**config.mk**
```make
export PLATFORM = sky130hd
export DESIGN_NAME = cai_comp_writer
export DESIGN_NICKNAME = d
export VERILOG_FILES = /design/src/rtl/carbon_arch_pkg.sv /design/src/rtl/cai_comp_fifo.sv /design/src/rtl/cai_comp_writer.sv
export SDC_FILE = /design/constraint.sdc
export NUM_CORES = 1
export LEC_CHECK = 0
export CAP_MARGIN = 30
export CORE_AREA = 2 2 260 262
export DETAILED_ROUTE_END_ITERATION = 16
export DIE_AREA = 0 0 262 264
export GPL_TIMING_DRIVEN = 0
export HOLD_SLACK_MARGIN = 0.12
export PLACE_DENSITY_LB_ADDON = 0.2
export SYNTH_ARGS = -nofsm -noshare
export SYNTH_HDL_FRONTEND = slang
export SYNTH_SLANG_ARGS = --single-unit
```
**constraint.sdc**
```tcl
create_clock -name clk -period 3.8 [get_ports clk]
set_input_delay 0.95 -clock clk [delete_from_list [all_inputs] [get_ports clk]]
set_output_delay 0.95 -clock clk [all_outputs]
set_load 0.02 [all_outputs]
```
**src/rtl/carbon_arch_pkg.sv**
```systemverilog
// Shared CAI architectural constants and the completion tuple type used by the
// am9513 completion path.
package carbon_arch_pkg;

    localparam int CARBON_CAI_COMP_REC_V1_SIZE_BYTES = 16;
    localparam int CARBON_CAI_COMP_OFF_TAG           = 0;
    localparam int CARBON_CAI_COMP_OFF_STATUS        = 4;
    localparam int CARBON_CAI_COMP_OFF_EXT_STATUS    = 6;
    localparam int CARBON_CAI_COMP_OFF_BYTES_WRITTEN = 8;
    localparam int CARBON_CAI_COMP_OFF_RESERVED      = 12;

    localparam logic [15:0] CARBON_CAI_STATUS_OK              = 16'h0000;
    localparam logic [15:0] CARBON_CAI_STATUS_INVALID_DESC    = 16'h0001;
    localparam logic [15:0] CARBON_CAI_STATUS_UNSUPPORTED_OP  = 16'h0002;
    localparam logic [15:0] CARBON_CAI_STATUS_MEM_FAULT       = 16'h0003;
    localparam logic [15:0] CARBON_CAI_STATUS_ARITH_EXCEPTION = 16'h0004;

    typedef struct packed {
        logic [31:0] tag;
        logic [15:0] status;
        logic [15:0] ext_status;
        logic [31:0] bytes_written;
    } comp_tuple_t;

    typedef enum logic [1:0] {
        ST_IDLE = 2'd0,
        ST_REQ  = 2'd1,
        ST_RSP  = 2'd2,
        ST_DB   = 2'd3
    } comp_state_e;

    // Little-endian record word idx; status lands at byte 4, ext_status at byte 6.
    function automatic logic [31:0] comp_word(input comp_tuple_t t, input logic [1:0] idx);
        logic [31:0] w;
        case (idx)
            2'd0:    w = t.tag;
            2'd1:    w = {t.ext_status, t.status};
            2'd2:    w = t.bytes_written;
            default: w = 32'h0000_0000;
        endcase
        return w;
    endfunction

endpackage

```
**src/rtl/cai_comp_fifo.sv**
```systemverilog
// Synchronous FIFO of completion tuples; a push is accepted while full if the
// head is popped in the same cycle.
module cai_comp_fifo
    import carbon_arch_pkg::*;
#(
    parameter int DEPTH = 4
) (
    input  logic        clk,
    input  logic        rst_n,
    input  logic        push,
    input  comp_tuple_t wdata,
    input  logic        pop,
    output comp_tuple_t rdata,
    output logic        empty,
    output logic        full
);
    localparam int PTR_W = $clog2(DEPTH);
    localparam logic [PTR_W:0] DEPTH_C = DEPTH[PTR_W:0];

    comp_tuple_t      mem_r [DEPTH];
    logic [PTR_W-1:0] wr_ptr_r;
    logic [PTR_W-1:0] rd_ptr_r;
    logic [PTR_W:0]   count_r;
    logic             do_push_s;
    logic             do_pop_s;

    assign empty     = (count_r == {(PTR_W + 1){1'b0}});
    assign full      = (count_r == DEPTH_C);
    assign do_pop_s  = pop && !empty;
    assign do_push_s = push && (!full || do_pop_s);
    assign rdata     = mem_r[rd_ptr_r];

    // Pointer, occupancy and storage update.
    always_ff @(posedge clk or negedge rst_n) begin
        if (!rst_n) begin
            wr_ptr_r <= {PTR_W{1'b0}};
            rd_ptr_r <= {PTR_W{1'b0}};
            count_r  <= {(PTR_W + 1){1'b0}};
            for (int i = 0; i < DEPTH; i++) begin
                mem_r[i] <= '0;
            end
        end else begin
            if (do_push_s) begin
                mem_r[wr_ptr_r] <= wdata;
                wr_ptr_r        <= wr_ptr_r + 1'b1;
            end
            if (do_pop_s) begin
                rd_ptr_r <= rd_ptr_r + 1'b1;
            end
            case ({do_push_s, do_pop_s})
                2'b10:   count_r <= count_r + 1'b1;
                2'b01:   count_r <= count_r - 1'b1;
                default: count_r <= count_r;
            endcase
        end
    end

endmodule

```
**src/rtl/cai_comp_writer.sv**
```systemverilog
// Serialises completion tuples into 16-byte CAI v1 records in the host ring and
// rings the doorbell once every word of a record has been acknowledged.
module cai_comp_writer
    import carbon_arch_pkg::*;
#(
    parameter int FIFO_DEPTH = 4,
    parameter int ADDR_W     = 64
) (
    input  logic              clk,
    input  logic              rst_n,
    input  logic              cfg_enable,
    input  logic [63:0]       cfg_comp_base,
    input  logic [31:0]       cfg_ring_mask,
    input  logic              in_valid,
    output logic              in_ready,
    input  logic [31:0]       in_tag,
    input  logic [15:0]       in_status,
    input  logic [15:0]       in_ext_status,
    input  logic [31:0]       in_bytes_written,
    output logic              mem_req_valid,
    input  logic              mem_req_ready,
    output logic [ADDR_W-1:0] mem_req_addr,
    output logic [31:0]       mem_req_wdata,
    output logic [3:0]        mem_req_wstrb,
    input  logic              mem_rsp_valid,
    input  logic              mem_rsp_err,
    output logic              comp_doorbell,
    output logic [31:0]       comp_prod_idx,
    output logic              fault_sticky,
    output logic              busy
);
    localparam int REC_SHIFT = $clog2(CARBON_CAI_COMP_REC_V1_SIZE_BYTES);

    comp_state_e       state_r;
    comp_tuple_t       rec_r;
    comp_tuple_t       in_tuple_s;
    comp_tuple_t       fifo_head_s;
    logic              fifo_empty_s;
    logic              fifo_full_s;
    logic              push_s;
    logic              pop_s;
    logic              run_r;
    logic [63:0]       rec_base_r;
    logic [63:0]       slot_base_s;
    logic [63:0]       next_addr_s;
    logic [1:0]        word_r;
    logic [1:0]        word_nxt_s;
    logic              mem_req_valid_r;
    logic [ADDR_W-1:0] mem_req_addr_r;
    logic [31:0]       mem_req_wdata_r;
    logic [3:0]        mem_req_wstrb_r;
    logic              comp_doorbell_r;
    logic [31:0]       comp_prod_idx_r;
    logic              fault_sticky_r;

    assign in_tuple_s  = {in_tag, in_status, in_ext_status, in_bytes_written};
    // Draining does not depend on cfg_enable so queued records still commit.
    assign pop_s       = (state_r == ST_IDLE) && !fifo_empty_s;
    assign in_ready    = run_r && cfg_enable && (!fifo_full_s || pop_s);
    assign push_s      = in_valid && in_ready;
    assign slot_base_s = cfg_comp_base + ({32'd0, comp_prod_idx_r & cfg_ring_mask} << REC_SHIFT);
    assign word_nxt_s  = word_r + 2'd1;
    assign next_addr_s = rec_base_r + {60'd0, word_nxt_s, 2'b00};

    assign mem_req_valid = mem_req_valid_r;
    assign mem_req_addr  = mem_req_addr_r;
    assign mem_req_wdata = mem_req_wdata_r;
    assign mem_req_wstrb = mem_req_wstrb_r;
    assign comp_doorbell = comp_doorbell_r;
    assign comp_prod_idx = comp_prod_idx_r;
    assign fault_sticky  = fault_sticky_r;
    assign busy          = !fifo_empty_s || (state_r != ST_IDLE);

    cai_comp_fifo #(
        .DEPTH (FIFO_DEPTH)
    ) u_fifo (
        .clk   (clk),
        .rst_n (rst_n),
        .push  (push_s),
        .wdata (in_tuple_s),
        .pop   (pop_s),
        .rdata (fifo_head_s),
        .empty (fifo_empty_s),
        .full  (fifo_full_s)
    );

    // Record writer FSM with registered memory-port and doorbell outputs.
    always_ff @(posedge clk or negedge rst_n) begin
        if (!rst_n) begin
            state_r         <= ST_IDLE;
            rec_r           <= '0;
            run_r           <= 1'b0;
            rec_base_r      <= 64'd0;
            word_r          <= 2'd0;
            mem_req_valid_r <= 1'b0;
            mem_req_addr_r  <= {ADDR_W{1'b0}};
            mem_req_wdata_r <= 32'd0;
            mem_req_wstrb_r <= 4'h0;
            comp_doorbell_r <= 1'b0;
            comp_prod_idx_r <= 32'd0;
            fault_sticky_r  <= 1'b0;
        end else begin
            run_r           <= 1'b1;
            mem_req_wstrb_r <= 4'hF;
            case (state_r)
                ST_IDLE: begin
                    comp_doorbell_r <= 1'b0;
                    if (pop_s) begin
                        rec_r           <= fifo_head_s;
                        rec_base_r      <= slot_base_s;
                        word_r          <= 2'd0;
                        mem_req_valid_r <= 1'b1;
                        mem_req_addr_r  <= slot_base_s[ADDR_W-1:0];
                        mem_req_wdata_r <= comp_word(fifo_head_s, 2'd0);
                        state_r         <= ST_REQ;
                    end else begin
                        state_r <= ST_IDLE;
                    end
                end
                ST_REQ: begin
                    if (mem_req_ready) begin
                        mem_req_valid_r <= 1'b0;
                        state_r         <= ST_RSP;
                    end else begin
                        state_r <= ST_REQ;
                    end
                end
                ST_RSP: begin
                    if (!mem_rsp_valid) begin
                        state_r <= ST_RSP;
                    end else if (mem_rsp_err) begin
                        // Abandon the record: no doorbell, producer index untouched.
                        fault_sticky_r <= 1'b1;
                        state_r        <= ST_IDLE;
                    end else if (word_r != 2'd3) begin
                        word_r          <= word_nxt_s;
                        mem_req_valid_r <= 1'b1;
                        mem_req_addr_r  <= next_addr_s[ADDR_W-1:0];
                        mem_req_wdata_r <= comp_word(rec_r, word_nxt_s);
                        state_r         <= ST_REQ;
                    end else begin
                        comp_doorbell_r <= 1'b1;
                        state_r         <= ST_DB;
                    end
                end
                ST_DB: begin
                    comp_doorbell_r <= 1'b0;
                    comp_prod_idx_r <= comp_prod_idx_r + 32'd1;
                    state_r         <= ST_IDLE;
                end
                default: begin
                    mem_req_valid_r <= 1'b0;
                    comp_doorbell_r <= 1'b0;
                    state_r         <= ST_IDLE;
                end
            endcase
        end
    end

endmodule
```
# --- Word level (Yosys, flattened, before mapping) ---
# Index checks and enable logic that the tools add are counted.
word_totals:
  out_inout_bits: 137
  register_bits: 688
  word_cells: 128
  in_bits: 199
classes:
  muxes: 39
  eq_ne: 15
  n_reduce_logical: 26
  add_sub_neg: 8
  n_lt_le_gt_ge: 3
  bitwise: 3
ops:
  columns: ["cell", "n"]
  rows:
  - ["$bwmux 384", 1]
  - ["$mux 96", 3]
  - ["$mux 64", 4]
  - ["$bmux 96 s2", 1]
  - ["$demux 96 s2", 1]
  - ["$mux 32", 4]
  - ["$pmux 64 s2", 1]
  - ["$pmux 32 s3", 1]
  - ["$add 64x36->64", 1]
  - ["$add 64x4->64", 1]
  - ["$pmux 32 s2", 1]
  - ["$add 32x1->32 const B", 1]
  - ["$and 32x32->32", 1]
  - ["$mux 2", 8]
  - ["$ne 2x2->1 const B", 7]
  - ["$mux 1", 9]
  - ["$eq 2x2->1 const B", 4]
  - ["$pmux 2 s4", 1]
  - ["$reduce_bool 2->1", 4]
  - ["$logic_and 1x1->1", 7]
  - ["$add 2x1->2 const B", 3]
  - ["$eq 2x1->1 const B", 3]
  - ["$ge 3x3->1 const B", 2]
  - ["$not 2->3", 2]
  - ["other kinds (19)", 23]

# --- Logic depth before layout (Yosys ltp) ---
depth:
  depth_word: 9
  depth_mapped: 13
  mapped_depth_nobuf: 12

# --- Cells and area by module ---
# A second synthesis with hierarchy kept.
hier_totals:
  hier_cells: 2743
  area_unflattened_um2: 32777.7
modules_own_cells:
  columns: ["module", "seq_area_each_um2", "area_each_um2", "n_inst", "cells_per_inst"]
  rows:
  - ["cai_comp_fifo", 9784.4, 16953.8, 1, 967]
  - ["cai_comp_writer", 7407.1, 15823.9, 1, 1776]

# --- Least setup slack after synthesis ---
# No wires, ideal clock.
synth_path:
  path_kind: "input port to flip-flop"
  startpoint: "input cfg_ring_mask[0]"
  endpoint: "register mem_req_addr_r[50], in the netlist mem_req_addr[50]"
  stages: 13
  arrival_ns: 3.557
  n_path_buf: 1
  setup_ns: 0.140
  path_slack_ns: 0.104
  path_cell_list: "and2_1 > ha_1 > fa_1 > a21o_1 > a221oi_1 > nor3_1 > o21ai_1 > nand3b_4 > a31oi_4 > buf_2 > nor3_1 > xnor2_1 > o221ai_1"
synth_between:
  elab_chain_len: 4
synth_lines:
  columns: ["item", "line_no", "source"]
  rows:
  - ["start: declaration", "cai_comp_writer.sv:13", "input logic [31:0] cfg_ring_mask,"]
  - ["$and 32x32->32", "cai_comp_writer.sv:61", "assign slot_base_s = cfg_comp_base + ({32'd0, comp_prod_idx_r & cfg_ring_mask} << REC_SHIFT);"]
  - ["$add 64x36->64", "cai_comp_writer.sv:61", null]
  - ["$mux 64", "cai_comp_writer.sv:108", "if (pop_s) begin"]
  - ["$pmux 64 s2", "cai_comp_writer.sv:105", "case (state_r)"]
  - ["end signal: assignment", "cai_comp_writer.sv:96", "mem_req_addr_r <= {ADDR_W{1'b0}};"]
  - ["end signal: assignment", "cai_comp_writer.sv:113", "mem_req_addr_r <= slot_base_s[ADDR_W-1:0];"]
  - ["end signal: assignment", "cai_comp_writer.sv:138", "mem_req_addr_r <= next_addr_s[ADDR_W-1:0];"]
  - ["end: declaration", "cai_comp_writer.sv:49", "logic [ADDR_W-1:0] mem_req_addr_r;"]
# Every way passes these cells. The select of a mux whose other input is x is not followed.
# A chain may end at the register's enable or synchronous reset.

# --- Final worst setup path ---
layout_path:
  startpoint: "register state_r[0]"
  endpoint: "register u_fifo.mem_r[106] (netlist name)"
layout_between:
  elab_chain_len: 6
layout_lines:
  columns: ["item", "line_no", "source"]
  rows:
  - ["start: declaration", "cai_comp_writer.sv:34", "comp_state_e state_r;"]
  - ["start signal: assignment", "cai_comp_writer.sv:90", "state_r <= ST_IDLE;"]
  - ["start signal: assignment", "cai_comp_writer.sv:115", "state_r <= ST_REQ;"]
  - ["start signal: assignment", "cai_comp_writer.sv:117", "state_r <= ST_IDLE;"]
  - ["$logic_not 2->1 (*)", "cai_comp_writer.sv:58", "assign pop_s = (state_r == ST_IDLE) && !fifo_empty_s;"]
  - ["$logic_and 1x1->1 (*)", "cai_comp_writer.sv:58", null]
  - ["$logic_or 1x1->1", "cai_comp_writer.sv:59", "assign in_ready = run_r && cfg_enable && (!fifo_full_s || pop_s);"]
  - ["$logic_and 1x1->1", "cai_comp_writer.sv:59", null]
  - ["$logic_and 1x1->1", "cai_comp_writer.sv:60", "assign push_s = in_valid && in_ready;"]
  - ["$logic_and 1x1->1 (*)", "cai_comp_fifo.sv:30", "assign do_push_s = push && (!full || do_pop_s);"]
  - ["end signal: indexed assignment", "cai_comp_fifo.sv:44", "mem_r[wr_ptr_r] <= wdata;"]
  - ["end: declaration", "cai_comp_fifo.sv:20", "comp_tuple_t mem_r [DEPTH];"]
# Every way passes the cells marked *; elsewhere a longest branch is shown, timed or not.

==> flow_metrics.tcl <==
set metrics [dict create \
    status "finished clean" \
    worst_case_vdd_ir_drop_v 0.0004906 \
    clk-insertion-delay-late_ps 640 \
    fin_crit_sh_pct 98.86 \
    synth-async-reset-ratio_pct 100.0 \
    critPathLaunchType "register" \
    rows 95 \
    seqCellArea_um2 17190 \
    floorplan.die.width_um 262 \
    wl_um 99240 \
    worstRegToRegCells 10 \
    number_of_global_route_vias_before_repair 25318 \
    globalRouteTotalUtil_pct 28.73 \
    worst-endpoint-required_ps 4290 \
    post_route_antenna_net_violation_count 0 \
    ff_latch_count_synth 687 \
    max_stage_delay_ps 500 \
    timing.clock.skew_ps 28.81 \
    vias 24293 \
    detail_routed_net_length_per_standard_cell_um 23.89 \
    drive_above_1_share_pct 21.15 \
    multi_input_gate_area_um2 14880 \
    max-slew-margin-rel_pct 29.31 \
    finalHoldViolCount 0 \
    cts_hold_buf 0 \
    cts_h_tree_lvls 3 \
    synthesis.area_um2 32830 \
    final-max-slew-violation-count 0 \
    finalSetupViolCount 0 \
    grt_pass1_wl_um 150400 \
    finalHoldWorstSlack_ps 300.2 \
    drtPass1Iterations 8 \
    rsz0062_at_grt "yes" \
    synth-warning-count 0 \
    r2r_end "u_fifo.mem_r[106]" \
    max_cap_viol 0 \
    avgSynthCellArea_um2 11.74 \
    slowest_stage "nor4b_2" \
    power.density_nw_per_um2 869.5 \
    cts_inserted_buffers 76 \
    critical_path.endpoint_type "register" \
    reg2reg_from "state_r[0]" \
    layout-area-overhead-vs-synth_pct 22.74 \
    die_y_um 264 \
    yosysUniqueCellTypes 70 \
    yosys_most_used_dff "dfrtp_1" \
    syn_nets 3047 \
    worst-endpoint-arrival_ps 4250 \
    detail_route.vias_per_cell 5.847 \
    drc_errors 0 \
    most-common-layout-cells "dfrtp_1 (687), nand2_1 (487), mux2_2 (391)" \
    synth_sequential_area_ratio_pct 52.37 \
    antenna_found_initial 5 \
    placement.io_buffers 334 \
    grt_start_max_net_pins 118 \
    mostFrequentLayoutCell "dfrtp_1" \
    worst_pin_slew_ps 1034 \
    initial_utilization_pct 49.32 \
    power.leakage_nw 17.49 \
    die_area_um2 69170 \
    maximum_buffer_depth_of_the_clock_tree 3 \
    design.portCount 336 \
    synth_enable_flop_cells 0 \
    first_iter_violations 2148 \
    overflow 0 \
    post-dp-hpwl_um 73450 \
    rrSetupSlack_ps 40 \
    period_minus_slack_ps 3757 \
    worst_min_path_class "input pin to asynchronous set/reset pin" \
    clock_sinks 687 \
    routabilityCongestion 1.022 \
    max_clock_freq_mhz 266.2 \
    final.fill_count 5307 \
    clock-root-buffer "clkbuf_16" \
    finish.net_count 3471 \
    clk_transition_reported_paths_ps 60 \
    worst_path_cell_chain "inv_1 > ha_1 > nor4b_2 > nor2_1 > and2_1 > clkbuf_1 > nand2_1 > buf_2 > clkbuf_2 > mux2_2" \
    gate_count_after_technology_mapping 2795 \
    core_area_um2 66560 \
    cts_tree "done" \
    finalCoreUtilization_pct 60.53 \
    setup.worst_path.class "register to register" \
    critPathMaxFanout 10 \
]
-- registers in the layout (all words and copies together), names as in the netlist --
signal / flops
u_fifo.rd_ptr_r: 2
u_fifo.mem_r: 384
comp_prod_idx: 32
word_r: 2
rec_r: 96
rec_base_r: 64
comp_doorbell: 1
state_r: 2
u_fifo.count_r: 3
fault_sticky: 1
mem_req_addr: 64
mem_req_valid: 1
mem_req_wstrb: 1
u_fifo.wr_ptr_r: 2
mem_req_wdata: 32
-- layer usage --
metal  wire length [um]  vias to the layer above  global-route usage [%]
met5                 56                        -                       0
li1                   -                    10820                       -
met4               3181                        8                   10.05
met1              40110                    12403                   37.32
met3               6215                      187                   4.702
met2              49680                      875                   48.76
-- per-stage QoR --
step                cell area [um^2]  worst slack (ps)  cells  setup TNS [ps]  power [mW]
floorplan                      32830             103.6   2795               0       21.42
global placement               37260            -27440   4002               -       26.68
detailed placement             37500             -1318   4012         -161840       27.34
CTS                            40190             4.843   4153               0       35.03
global route                   40290            -43.05   4155          -46.43       36.89
finish                         40290             43.31   4155               0       35.03
-- critical path, delay by kind of cell, from the launching register on --
family                     cells  cell delay (ps)
muxes                          1              380
adders and majority gates      1              260
and+or+nand+nor                4             1440
DFF                            1              380
buffers and inverters          4             1120
-- layout make-up --
type                       instances  share of cell area, %
tap                              873                  2.711
clock buffer                     112                  5.655
sequential                       687                  42.67
antenna                            1               0.006211
buffer                           162                  1.655
multi-input combinational       1890                  36.94
clock inverter                    28                 0.8136
timing repair buffer             350                  9.068
inverter                          52                 0.4844
-- synth_stat cells, types with 5 or more instances --
master,count,area [um^2]
nand3_1,50,250.2
nor2b_1,10,62.56
and4_1,10,87.58
nand4_1,22,137.6
xnor2_1,87,762.0
nand2_1,488,1832
nor3_1,26,130.1
a22oi_1,19,142.6
clkbuf_1,118,442.9
nand2b_1,7,43.79
mux4_2,96,2162
nor4_1,13,81.33
ha_1,50,625.6
buf_2,5,25.02
nor2_1,82,307.8
a21oi_1,53,265.3
o221ai_1,36,315.3
a222oi_1,32,320.3
o21ai_0,162,810.8
mux2_2,391,4403
o31ai_1,8,60.06
buf_4,5,37.54
inv_1,52,195.2
and3_1,27,168.9
buf_1,38,142.6
xor2_1,59,516.8
a21o_1,11,82.58
and2_1,41,256.5
dfrtp_1,687,17190
mux2i_1,7,70.07
o21a_1,29,217.7
or3_1,7,43.79
-- power by group --
part | leakage (nW) | switching [mW] | internal [mW]
logic | 7.69 | 7.88 | 6.51
registers | 8.51 | 2.23 | 10.8
clock network | 1.28 | 3.11 | 4.47
total | 17.5 | 13.2 | 21.8
-- repair_timing --
action / 4_1_cts / 5_1_grt
gates resized for setup: 29 / 15
pin swaps: 3 / 4
setup endpoints to repair: 383 / 53
buffers inserted: 1 / 2
-- how the worst max path moves through the flow --
stage / startpoint / end / slack, ps / cells after the start
final: state_r[0] / u_fifo.mem_r[106] / 40 / 10
after global routing: cfg_ring_mask[0] / mem_req_addr[50] / -40 / 15
after CTS: cfg_ring_mask[13] / mem_req_addr[54] / 5 / 14
after detailed placement: cfg_ring_mask[0] / mem_req_addr[50] / -1320 / 14
after global placement: rst_n / u_fifo.mem_r[149] / -27440 / 1
after floorplan: cfg_ring_mask[0] / mem_req_addr[50] / 100 / 13
-- logic make-up after synthesis --
kind of cell | share of synthesized area, %
adder cells (fa/ha/maj) | 2.089
XOR/XNOR | 3.895
AO/OA/AOI/OAI | 7.940
multiplexers | 20.21
AND/OR/NAND/NOR | 10.91
flip-flops | 52.37
buffers and inverters | 2.569
other | 0.01142
(Power assumes the default switching activity.)
